==> src/rtl/sdram_fb_ctrl.sv <==
// sdram_fb_ctrl: arbitrates write/read frame-buffer bursts to an SDRAM controller
// and walks ping-pong frame pointers with buffer hand-off between writer and reader.
module sdram_fb_ctrl #(
  parameter int                ADDR_W    = 24,
  parameter int                LEN_W     = 10,
  parameter int                LVL_W     = 10,
  parameter int                PINGPONG  = 1,
  parameter logic [ADDR_W-1:0] PP_OFFSET = ADDR_W'(24'h40_0000),
  parameter int                ARB_RR    = 0
) (
  input  logic              sys_clk,
  input  logic              sys_rst_n,
  input  logic              init_end,
  input  logic              wr_rst,
  input  logic              rd_rst,
  input  logic              read_valid,
  input  logic [LVL_W-1:0]  wr_fifo_num,
  input  logic [LVL_W-1:0]  rd_fifo_num,
  input  logic [ADDR_W-1:0] wr_b_addr,
  input  logic [ADDR_W-1:0] wr_e_addr,
  input  logic [ADDR_W-1:0] rd_b_addr,
  input  logic [ADDR_W-1:0] rd_e_addr,
  input  logic [LEN_W-1:0]  wr_burst_len,
  input  logic [LEN_W-1:0]  rd_burst_len,
  input  logic              sdram_wr_ack,
  input  logic              sdram_rd_ack,
  output logic              sdram_wr_req,
  output logic              sdram_rd_req,
  output logic [ADDR_W-1:0] sdram_wr_addr,
  output logic [ADDR_W-1:0] sdram_rd_addr,
  output logic              wr_frame_done,
  output logic              rd_frame_done,
  output logic              wr_buf,
  output logic              rd_buf
);
  localparam int CW = (LVL_W > LEN_W) ? LVL_W : LEN_W;
  typedef enum logic [1:0] {IDLE, WR, RD} state_t;
  state_t state, nxt;
  logic wr_ack_d, rd_ack_d, last_wr, frame_ready, last_done, wr_skip, rd_skip;
  logic wr_need, rd_need, grant_wr, grant_rd;
  logic wr_end, rd_end, wr_adv, rd_adv, wr_wrap, rd_wrap, rd_buf_nx;
  logic [ADDR_W-1:0] wr_ptr, rd_ptr, wr_len, rd_len;
  assign wr_len    = ADDR_W'(wr_burst_len);
  assign rd_len    = ADDR_W'(rd_burst_len);
  assign wr_need   = CW'(wr_fifo_num) >= CW'(wr_burst_len);
  assign rd_need   = read_valid && (CW'(rd_fifo_num) < CW'(rd_burst_len));
  assign wr_end    = (state == WR) && wr_ack_d && !sdram_wr_ack;
  assign rd_end    = (state == RD) && rd_ack_d && !sdram_rd_ack;
  // a pointer reload during a burst suppresses that burst's advance
  assign wr_adv    = wr_end && !wr_rst && !wr_skip;
  assign rd_adv    = rd_end && !rd_rst && !rd_skip;
  assign wr_wrap   = wr_adv && !(wr_ptr < wr_e_addr - wr_len);
  assign rd_wrap   = rd_adv && !(rd_ptr < rd_e_addr - rd_len);
  assign rd_buf_nx = rd_rst ? 1'b0 :
                     (rd_wrap && PINGPONG != 0 && frame_ready) ? last_done : rd_buf;
  always_comb begin
    grant_wr = wr_need && (!rd_need || ARB_RR == 0 || !last_wr);
    grant_rd = rd_need && !grant_wr;
    nxt      = state;
    if (!init_end)
      nxt = IDLE;
    else if (state == IDLE)
      nxt = grant_wr ? WR : grant_rd ? RD : IDLE;
    else if (wr_end || rd_end)
      nxt = IDLE;
  end
  always_ff @(posedge sys_clk or negedge sys_rst_n)
    if (!sys_rst_n) state <= IDLE;
    else            state <= nxt;
  always_ff @(posedge sys_clk or negedge sys_rst_n) begin
    if (!sys_rst_n) begin
      wr_ack_d      <= 1'b0;
      rd_ack_d      <= 1'b0;
      sdram_wr_req  <= 1'b0;
      sdram_rd_req  <= 1'b0;
      sdram_wr_addr <= '0;
      sdram_rd_addr <= '0;
      wr_frame_done <= 1'b0;
      rd_frame_done <= 1'b0;
      wr_buf        <= 1'b0;
      rd_buf        <= 1'b0;
      wr_ptr        <= '0;
      rd_ptr        <= '0;
      last_wr       <= 1'b0;
      frame_ready   <= 1'b0;
      last_done     <= 1'b0;
      wr_skip       <= 1'b0;
      rd_skip       <= 1'b0;
    end else begin
      wr_ack_d      <= sdram_wr_ack;
      rd_ack_d      <= sdram_rd_ack;
      sdram_wr_req  <= !init_end ? 1'b0 : (state == IDLE && nxt == WR) ? 1'b1 :
                       sdram_wr_ack ? 1'b0 : sdram_wr_req;
      sdram_rd_req  <= !init_end ? 1'b0 : (state == IDLE && nxt == RD) ? 1'b1 :
                       sdram_rd_ack ? 1'b0 : sdram_rd_req;
      if (state == IDLE && nxt != IDLE)
        last_wr <= (nxt == WR);
      wr_skip       <= (state == WR) && (wr_rst || wr_skip);
      rd_skip       <= (state == RD) && (rd_rst || rd_skip);
      wr_ptr        <= (wr_rst || wr_wrap) ? wr_b_addr : wr_adv ? wr_ptr + wr_len : wr_ptr;
      rd_ptr        <= (rd_rst || rd_wrap) ? rd_b_addr : rd_adv ? rd_ptr + rd_len : rd_ptr;
      wr_frame_done <= wr_wrap;
      rd_frame_done <= rd_wrap;
      rd_buf        <= rd_buf_nx;
      // writer never toggles onto the buffer the reader is about to use
      wr_buf        <= wr_rst ? 1'b0 :
                       (wr_wrap && PINGPONG != 0 && (!wr_buf != rd_buf_nx)) ? !wr_buf : wr_buf;
      frame_ready   <= wr_rst ? 1'b0 : wr_wrap ? 1'b1 :
                       (rd_wrap && frame_ready) ? 1'b0 : frame_ready;
      if (wr_wrap)
        last_done <= wr_buf;
      sdram_wr_addr <= wr_ptr + (wr_buf ? PP_OFFSET : '0);
      sdram_rd_addr <= rd_ptr + (rd_buf ? PP_OFFSET : '0);
    end
  end
endmodule

==> config.mk <==
export PLATFORM = sky130hd
export DESIGN_NAME = sdram_fb_ctrl
export DESIGN_NICKNAME = d
export VERILOG_FILES = /design/src/rtl/sdram_fb_ctrl.sv
export SDC_FILE = /design/constraint.sdc
export NUM_CORES = 1
export LEC_CHECK = 0
export ABC_AREA = 1
export BUFFER_PORTS_ARGS = -buffer_cell sky130_fd_sc_hd__buf_2
export CORE_MARGIN = 2
export CORE_UTILIZATION = 51
export DETAILED_ROUTE_END_ITERATION = 12
export GPL_ROUTABILITY_DRIVEN = 0
export PLACE_DENSITY = 0.86
export SYNTH_ARGS = -nofsm -noshare
export SYNTH_HDL_FRONTEND = slang
export SYNTH_SLANG_ARGS = --single-unit
==> constraint.sdc <==
create_clock -name sys_clk -period 2.1 [get_ports sys_clk]
set_input_delay 0.42 -clock sys_clk [delete_from_list [all_inputs] [get_ports sys_clk]]
set_output_delay 0.42 -clock sys_clk [all_outputs]
set_load 0.005 [all_outputs]
==> results of run 1 <==
worst paths after layout:
check / start / end / slack (ps) / cells past startpoint
max: rd_burst_len[8] / rd_ptr[12]$_DFFE_PN0P_ / -1280 / 22
min: sdram_wr_ack / wr_ack_d$_DFF_PN0_ / 160 / 1
max reg2reg: rd_ptr[1]$_DFFE_PN0P_ / rd_ptr[10]$_DFFE_PN0P_ / -310 / 15
min reg2reg: rd_ptr[7]$_DFFE_PN0P_ / sdram_rd_addr[7]$_DFF_PN0_ / 450 / 0
max in group asynchronous: sys_rst_n / rd_ptr[3]$_DFFE_PN0P_ / 1070 / 3
min in group asynchronous: sys_rst_n / sdram_rd_addr[15]$_DFF_PN0_ / 470 / 2
final cells by class:
type,instances,area [µm²]
inverter,194,786
sequential,110,2750
fill,1067,3920
tap,229,287
clock inverter,7,81.3
multi-input combinational,995,6810
clock buffer,9,225
timing repair buffer,432,3040
metrics by stage:
stage                     total power [µW]  utilization, %  TNS, ps  setup slack [ps]  std cells
after detailed placement              6560            67.9   -73740             -1540       1916
after global routing                  9680            78.1   -63570             -1360       1976
after global placement                6370            67.9   -66770             -1360       1916
after floorplan                       4900               -   -46220              -959       1315
final                                 9170            78.1   -58840             -1280       1976
after CTS                             8620            75.4   -48130             -1030       1967
synthesized netlist by cell type (all sizes together) (12+ instances only):
| cell | count | area (µm²) |
|---|---|---|
| ha | 107 | 1340 |
| buf | 18 | 113 |
| o21ai | 32 | 175 |
| a21oi | 63 | 327 |
| inv | 193 | 724 |
| xnor2 | 23 | 201 |
| dfrtp | 110 | 2750 |
| nor2 | 89 | 342 |
| xor2 | 46 | 403 |
| nand4 | 27 | 169 |
| nand3 | 152 | 766 |
| nand2 | 397 | 1530 |
| nor3 | 12 | 81.3 |
placed cells by master (no fill, tap or decap), types with 7 or more instances in the layout:
cell type and count:
a21oi_1 46, a21oi_2 14, buf_2 188, buf_4 217
buf_6 7, buf_8 8, clkbuf_16 9, dfrtp_1 110
ha_1 89, ha_4 18, inv_1 161, inv_2 23
nand2_1 336, nand2_2 41, nand2_4 16, nand2_8 9
nand3_1 96, nand3_2 48, nand3_4 8, nand4_1 27
nor2_1 76, nor2_2 7, nor3_1 8, o21ai_0 17
o21ai_1 10, xnor2_1 23, xor2_1 45
state kept, by name, summed over array words and instances, names as in the netlist:
register,flops
frame_ready,1
last_done,1
rd_ack_d,1
rd_buf,1
rd_frame_done,1
rd_ptr,24
rd_skip,1
sdram_rd_addr,24
sdram_rd_req,1
sdram_wr_addr,24
sdram_wr_req,1
state,2
wr_ack_d,1
wr_buf,1
wr_frame_done,1
wr_ptr,24
wr_skip,1
power groups by stage:
stage / Clock [µW] / Combinational, µW / Sequential (µW)
after floorplan: 0 / 2110 / 2790
after global placement: 0 / 3600 / 2770
after detailed placement: 0 / 3790 / 2780
after CTS: 1790 / 4080 / 2750
after global routing: 1910 / 4970 / 2800
final: 1820 / 4580 / 2780
cells by family after synthesis:
family | after synthesis | synth area share (%)
adder cells (fa/ha/maj) | 111 | 15.3
flip-flops | 110 | 29.6
AND/OR/NAND/NOR | 689 | 32.0
buffers and inverters | 215 | 9.17
AO/OA/AOI/OAI | 121 | 7.46
XOR/XNOR | 69 | 6.50
layer usage:
| layer | global-route usage (%) | share of wire [%] | vias up |
|---|---|---|---|
| met2 | 61.8 | 49 | 774 |
| met3 | 6.87 | 8.7 | 252 |
| li1 | - | - | 5109 |
| met4 | 21.4 | 7.5 | 0 |
| met1 | 39.0 | 35 | 5241 |
| met5 | 0 | 0 | - |
repair_timing:
item	in CTS	in global routing
buffers inserted	24	15
hold buffers	1	0
hold endpoints to repair	18	0
gates cloned	11	0
gates resized for setup	142	117
endpoints found under the setup margin	54	54
pin swaps	79	109
worst max-delay path, stage by stage:
cell     delay (ps)
buf_2            90
inv_1            50
ha_1            330
a21oi_2         200
o21ai_0         110
nor2_1          310
nand2_2         140
buf_4           160
xor2_1          140
ha_1            320
nand2_1         100
nor2_1          150
nand4_1         130
nor2_1          140
nand2_1          90
nand2_4         120
nand2_8          80
buf_12          160
nand2_8         100
nand2_1          80
nand3_1          80
o21ai_0         110
==> results.txt, run 1 <==
endpoints failing setup: 54
Die X: 139 µm
clock skew: 16.3 ps
Starting Density: 51.9%
sequential-to-total area share from yosys stat: 29.6%
Die Ht: 139 µm
final instance area: 14000 µm²
CTS tree: done
Syn Nets: 1570
Slew Viols, Final: 0
Worst Tran Pin Value: 544 ps
RSZ-0062 raised after global routing: yes
final antenna-violating net count: 0
Async SR Flop Fraction: 100%
Layout Nets: 1997
power per standard cell area: 656 nW/µm²
syn avg cell area: 7.07 µm²
register bit total from synthesis: 110
Yosys warning count: 0
Row Count: 49
final WL: 36000 µm
Arrival @ worst endpoint: 3620 ps
n_diodes: 0
peak supply drop: 0.000409 V
port bufs: 197
Cell Area, Placed: 12200 µm²
Max FO, Critical Path: 6
mapped cell area: 9290 µm²
Max Clk Rate: 296 MHz
final hold vios: 0
largest net degree at the start of global routing: 50
Worst setup EP type: register
share of cells above drive strength 1: 38.1%
Post-Synthesis Cells: 1315
sequential power share: 30.3%
Post-synth EDFFs: 0
DP HPWL: 22300 µm
Worst slew margin: 63.7%
Final min period: 3380 ps
CTS sink cnt: 110
first-pass GRT wire length: 54900 µm
Worst EP required: 2350 ps
hold slack: 164 ps
H-tree Lvls: 3
clock power share: 19.8%
part of the cycle the worst path needs: 161%
initial antenna violation count: 0
Synth Flop Type: dfrtp_1
CP Class: input port to register
run status: finished, violations left
Worst-Skew Late Latency: 380 ps
First-pass DRT Iterations: 8
# DRC: 0
vias: 11376
cts bufs inserted: 9
setup slack after layout: -1280 ps
Hold WC Path Type: input port to register
number of max-cap violations: 0
CP startpoint kind: input port
CTS max path bufs: 2
total gr overflow: 0
Clock Pin Slew Worst Setup and Hold Paths: 90 ps
Comb power frac: 49.9%
Area growth syn-to-layout: 50.5%
initial drt markers: 1327
Static Leak: 0.00761 µW
cell-internal power: 5350 µW
vias per inst: 5.76
drt wl/cell: 18.2 µm
Root Buffer Master: clkbuf_16
Yosys cell types: 41
gr usage total: 35.0%
Switch Pwr: 3830 µW
vias in the first global route: 11476
failing checks: negative setup slack
I/O Pins: 198
switch share: 41.7%
Die ar.: 19300 µm²
area of the core: 17900 µm²
(Power assumes the default switching activity.)
==> inputs of run 2 (changes only) <==
Settings changed: CAP_MARGIN set to 10, CORE_UTILIZATION 51 to 56, PLACE_DENSITY 0.86 to 0.9.
Clock period 2.1 ns to 3.46 ns, I/O delays scaled along.
==> results.txt, run 2 (same netlist as run 1, synthesis figures left out) <==
run status: finished, violations left
failing checks: negative setup slack
Die X: 133 µm
Worst EP required: 3710 ps
placed cells: 1806
Max Clk Rate: 283 MHz
Starting Density: 56.6%
port bufs: 197
largest net degree at the start of global routing: 58
Worst slew margin: 47.8%
total gr overflow: 0
Finished Core Util: 74.2%
CTS tree: done
flop2flop setup slack: 1070 ps
share of cells above drive strength 1: 26.3%
Die ar.: 17600 µm²
Place WS: -455 ps
fillers: 1102
First-pass DRT Iterations: 7
met2 WL: 14300 µm
number of max-cap violations: 0
Die Ht: 133 µm
vias: 10246
CP dominant cell by count: nand2_1
initial antenna violation count: 0
met3 WL: 2080 µm
area of the core: 16400 µm²
Worst R2R Path Depth: 9
Area growth syn-to-layout: 31.0%
top layer in use: met4
final hold vios: 0
Metal-1 WL: 10800 µm
H-tree Lvls: 3
Clock Pin Slew Worst Setup and Hold Paths: 80 ps
vias in the first global route: 9684
initial drt markers: 1040
final antenna-violating net count: 0
drt wl/cell: 15.6 µm
Root Buffer Master: clkbuf_16
RSZ-0062 raised after global routing: yes
Slew Viols, Final: 0
first-pass GRT wire length: 43900 µm
setup slack after layout: -79.4 ps
Slowest-stage cell, CP: ha_1
FF-to-FF Start: state[0]$_DFF_PN0_
Power Total: 4980 µW
CTS sink cnt: 110
CP peak stage delay: 320 ps
clock skew: 12.5 ps
Worst Setup SP: rd_burst_len[2]
Static Leak: 0.00678 µW
Layout Cells excl Fill: 1837
most frequent cells in the layout: nand2_1, buf_2, inv_1
Worst Tran Pin Value: 782 ps
Layout Nets: 1867
Worst-Skew Late Latency: 370 ps
CP Class: input port to register
CTS max path bufs: 2
DP HPWL: 20100 µm
n_diodes: 0
Row Count: 47
Hold WC Path Type: input port to async pin
part of the cycle the worst path needs: 102%
cts bufs inserted: 9
Worst setup EP type: register
peak supply drop: 0.000291 V
CP Cell Sequence: buf_2 > inv_2 > ha_4 > a21oi_2 > nand2_2 > a21boi_4 > o21ai_4 > nand2_1 > nand2_2 > nor2_4 > nand2_1 > xor2_1 > ha_1 > nand2_1 > nor2_2 > nand4_1 > nor2_1 > nand2_1 > nand2_4 > nand2_8 > nand2_4 > nand2_1 > nand3_1 > nand2_1
Setup crit end: rd_ptr[9]$_DFFE_PN0P_
# DRC: 0
Arrival @ worst endpoint: 3790 ps
Max FO, Critical Path: 12
endpoints failing setup: 16
power per standard cell area: 409 nW/µm²
vias per inst: 5.58
Final min period: 3540 ps
gr usage total: 30.5%
Reg2Reg Capture Point: rd_ptr[5]$_DFFE_PN0P_
I/O Pins: 198
commonest non-fill, non-tap cell in the layout: nand2_1
CP startpoint kind: input port
final WL: 28700 µm
run 2: cell count changes in the layout (fill, tap and decap cells not counted), moves of 16 or more:
cell     before  now
nand3_1      96  132
nand3_2      48   18
nand2_1     336  379
nand2_2      41   11
buf_4       217   99
inv_1       161  177
run 2: layout make-up:
type / instances / area [µm²] / area share (%)
well taps: 220 / 275 / 2.26
multi-input cells: 991 / 6140 / 50.5
repair buffers: 306 / 1960 / 16.1
inverters: 194 / 733 / 6.03
clock buffers: 9 / 225 / 1.85
flip-flops and latches: 110 / 2750 / 22.6
clock inverters: 7 / 81.3 / 0.668
run 2: power breakdown:
group / switching (µW) / leakage (µW) / internal (µW)
sequential: 238 / 0.00134 / 1510
clock: 574 / 0.000153 / 525
combinational: 1220 / 0.00529 / 918
run 2: worst min path at each step:
| stage | start | endpoint | slack [ps] | depth (start not counted) |
|---|---|---|---|---|
| after floorplan | rd_ptr[0]$_DFFE_PN0P_ | sdram_rd_addr[0]$_DFF_PN0_ | 390 | 0 |
| after global placement | rd_ptr[7]$_DFFE_PN0P_ | sdram_rd_addr[7]$_DFF_PN0_ | 420 | 0 |
| after detailed placement | wr_ptr[5]$_DFFE_PN0P_ | sdram_wr_addr[5]$_DFF_PN0_ | 430 | 0 |
| after CTS | sys_rst_n | sdram_rd_addr[14]$_DFF_PN0_ | 420 | 1 |
| after global routing | sys_rst_n | sdram_rd_addr[18]$_DFF_PN0_ | 440 | 1 |
| final | sys_rst_n | sdram_rd_addr[17]$_DFF_PN0_ | 380 | 1 |
run 2: worst max-delay path: cells and delay by family:
family / cells / cell delay, ps
AO/OA/AOI/OAI: 3 / 450
adder cells (fa/ha/maj): 2 / 530
AND/OR/NAND/NOR: 16 / 1750
XOR/XNOR: 1 / 150
buffers and inverters: 2 / 200
run 2: what timing repair did:
item | 4_1_cts | 5_1_grt
buffers inserted | 2 | 9
pin swaps | 8 | 35
hold buffers | 0 | 0
setup endpoints to repair | 24 | 54
gates cloned | 2 | 3
gates resized for setup | 14 | 90
run 2: per-layer routing:
metal	vias up	track usage, %
li1	4847	-
met5	-	0
met4	0	12.2
met2	563	56.2
met1	4693	35.5
met3	143	4.56
run 2: metrics by stage:
step                instance area [µm²]  TNS [ps]  hold slack (ps)
global placement                  11200    -12600              422
global route                      12200     -7860              443
CTS                               11600     -20.7              421
floorplan                          9290         0              393
finish                            12200      -386              385
detailed placement                11200    -17040              427
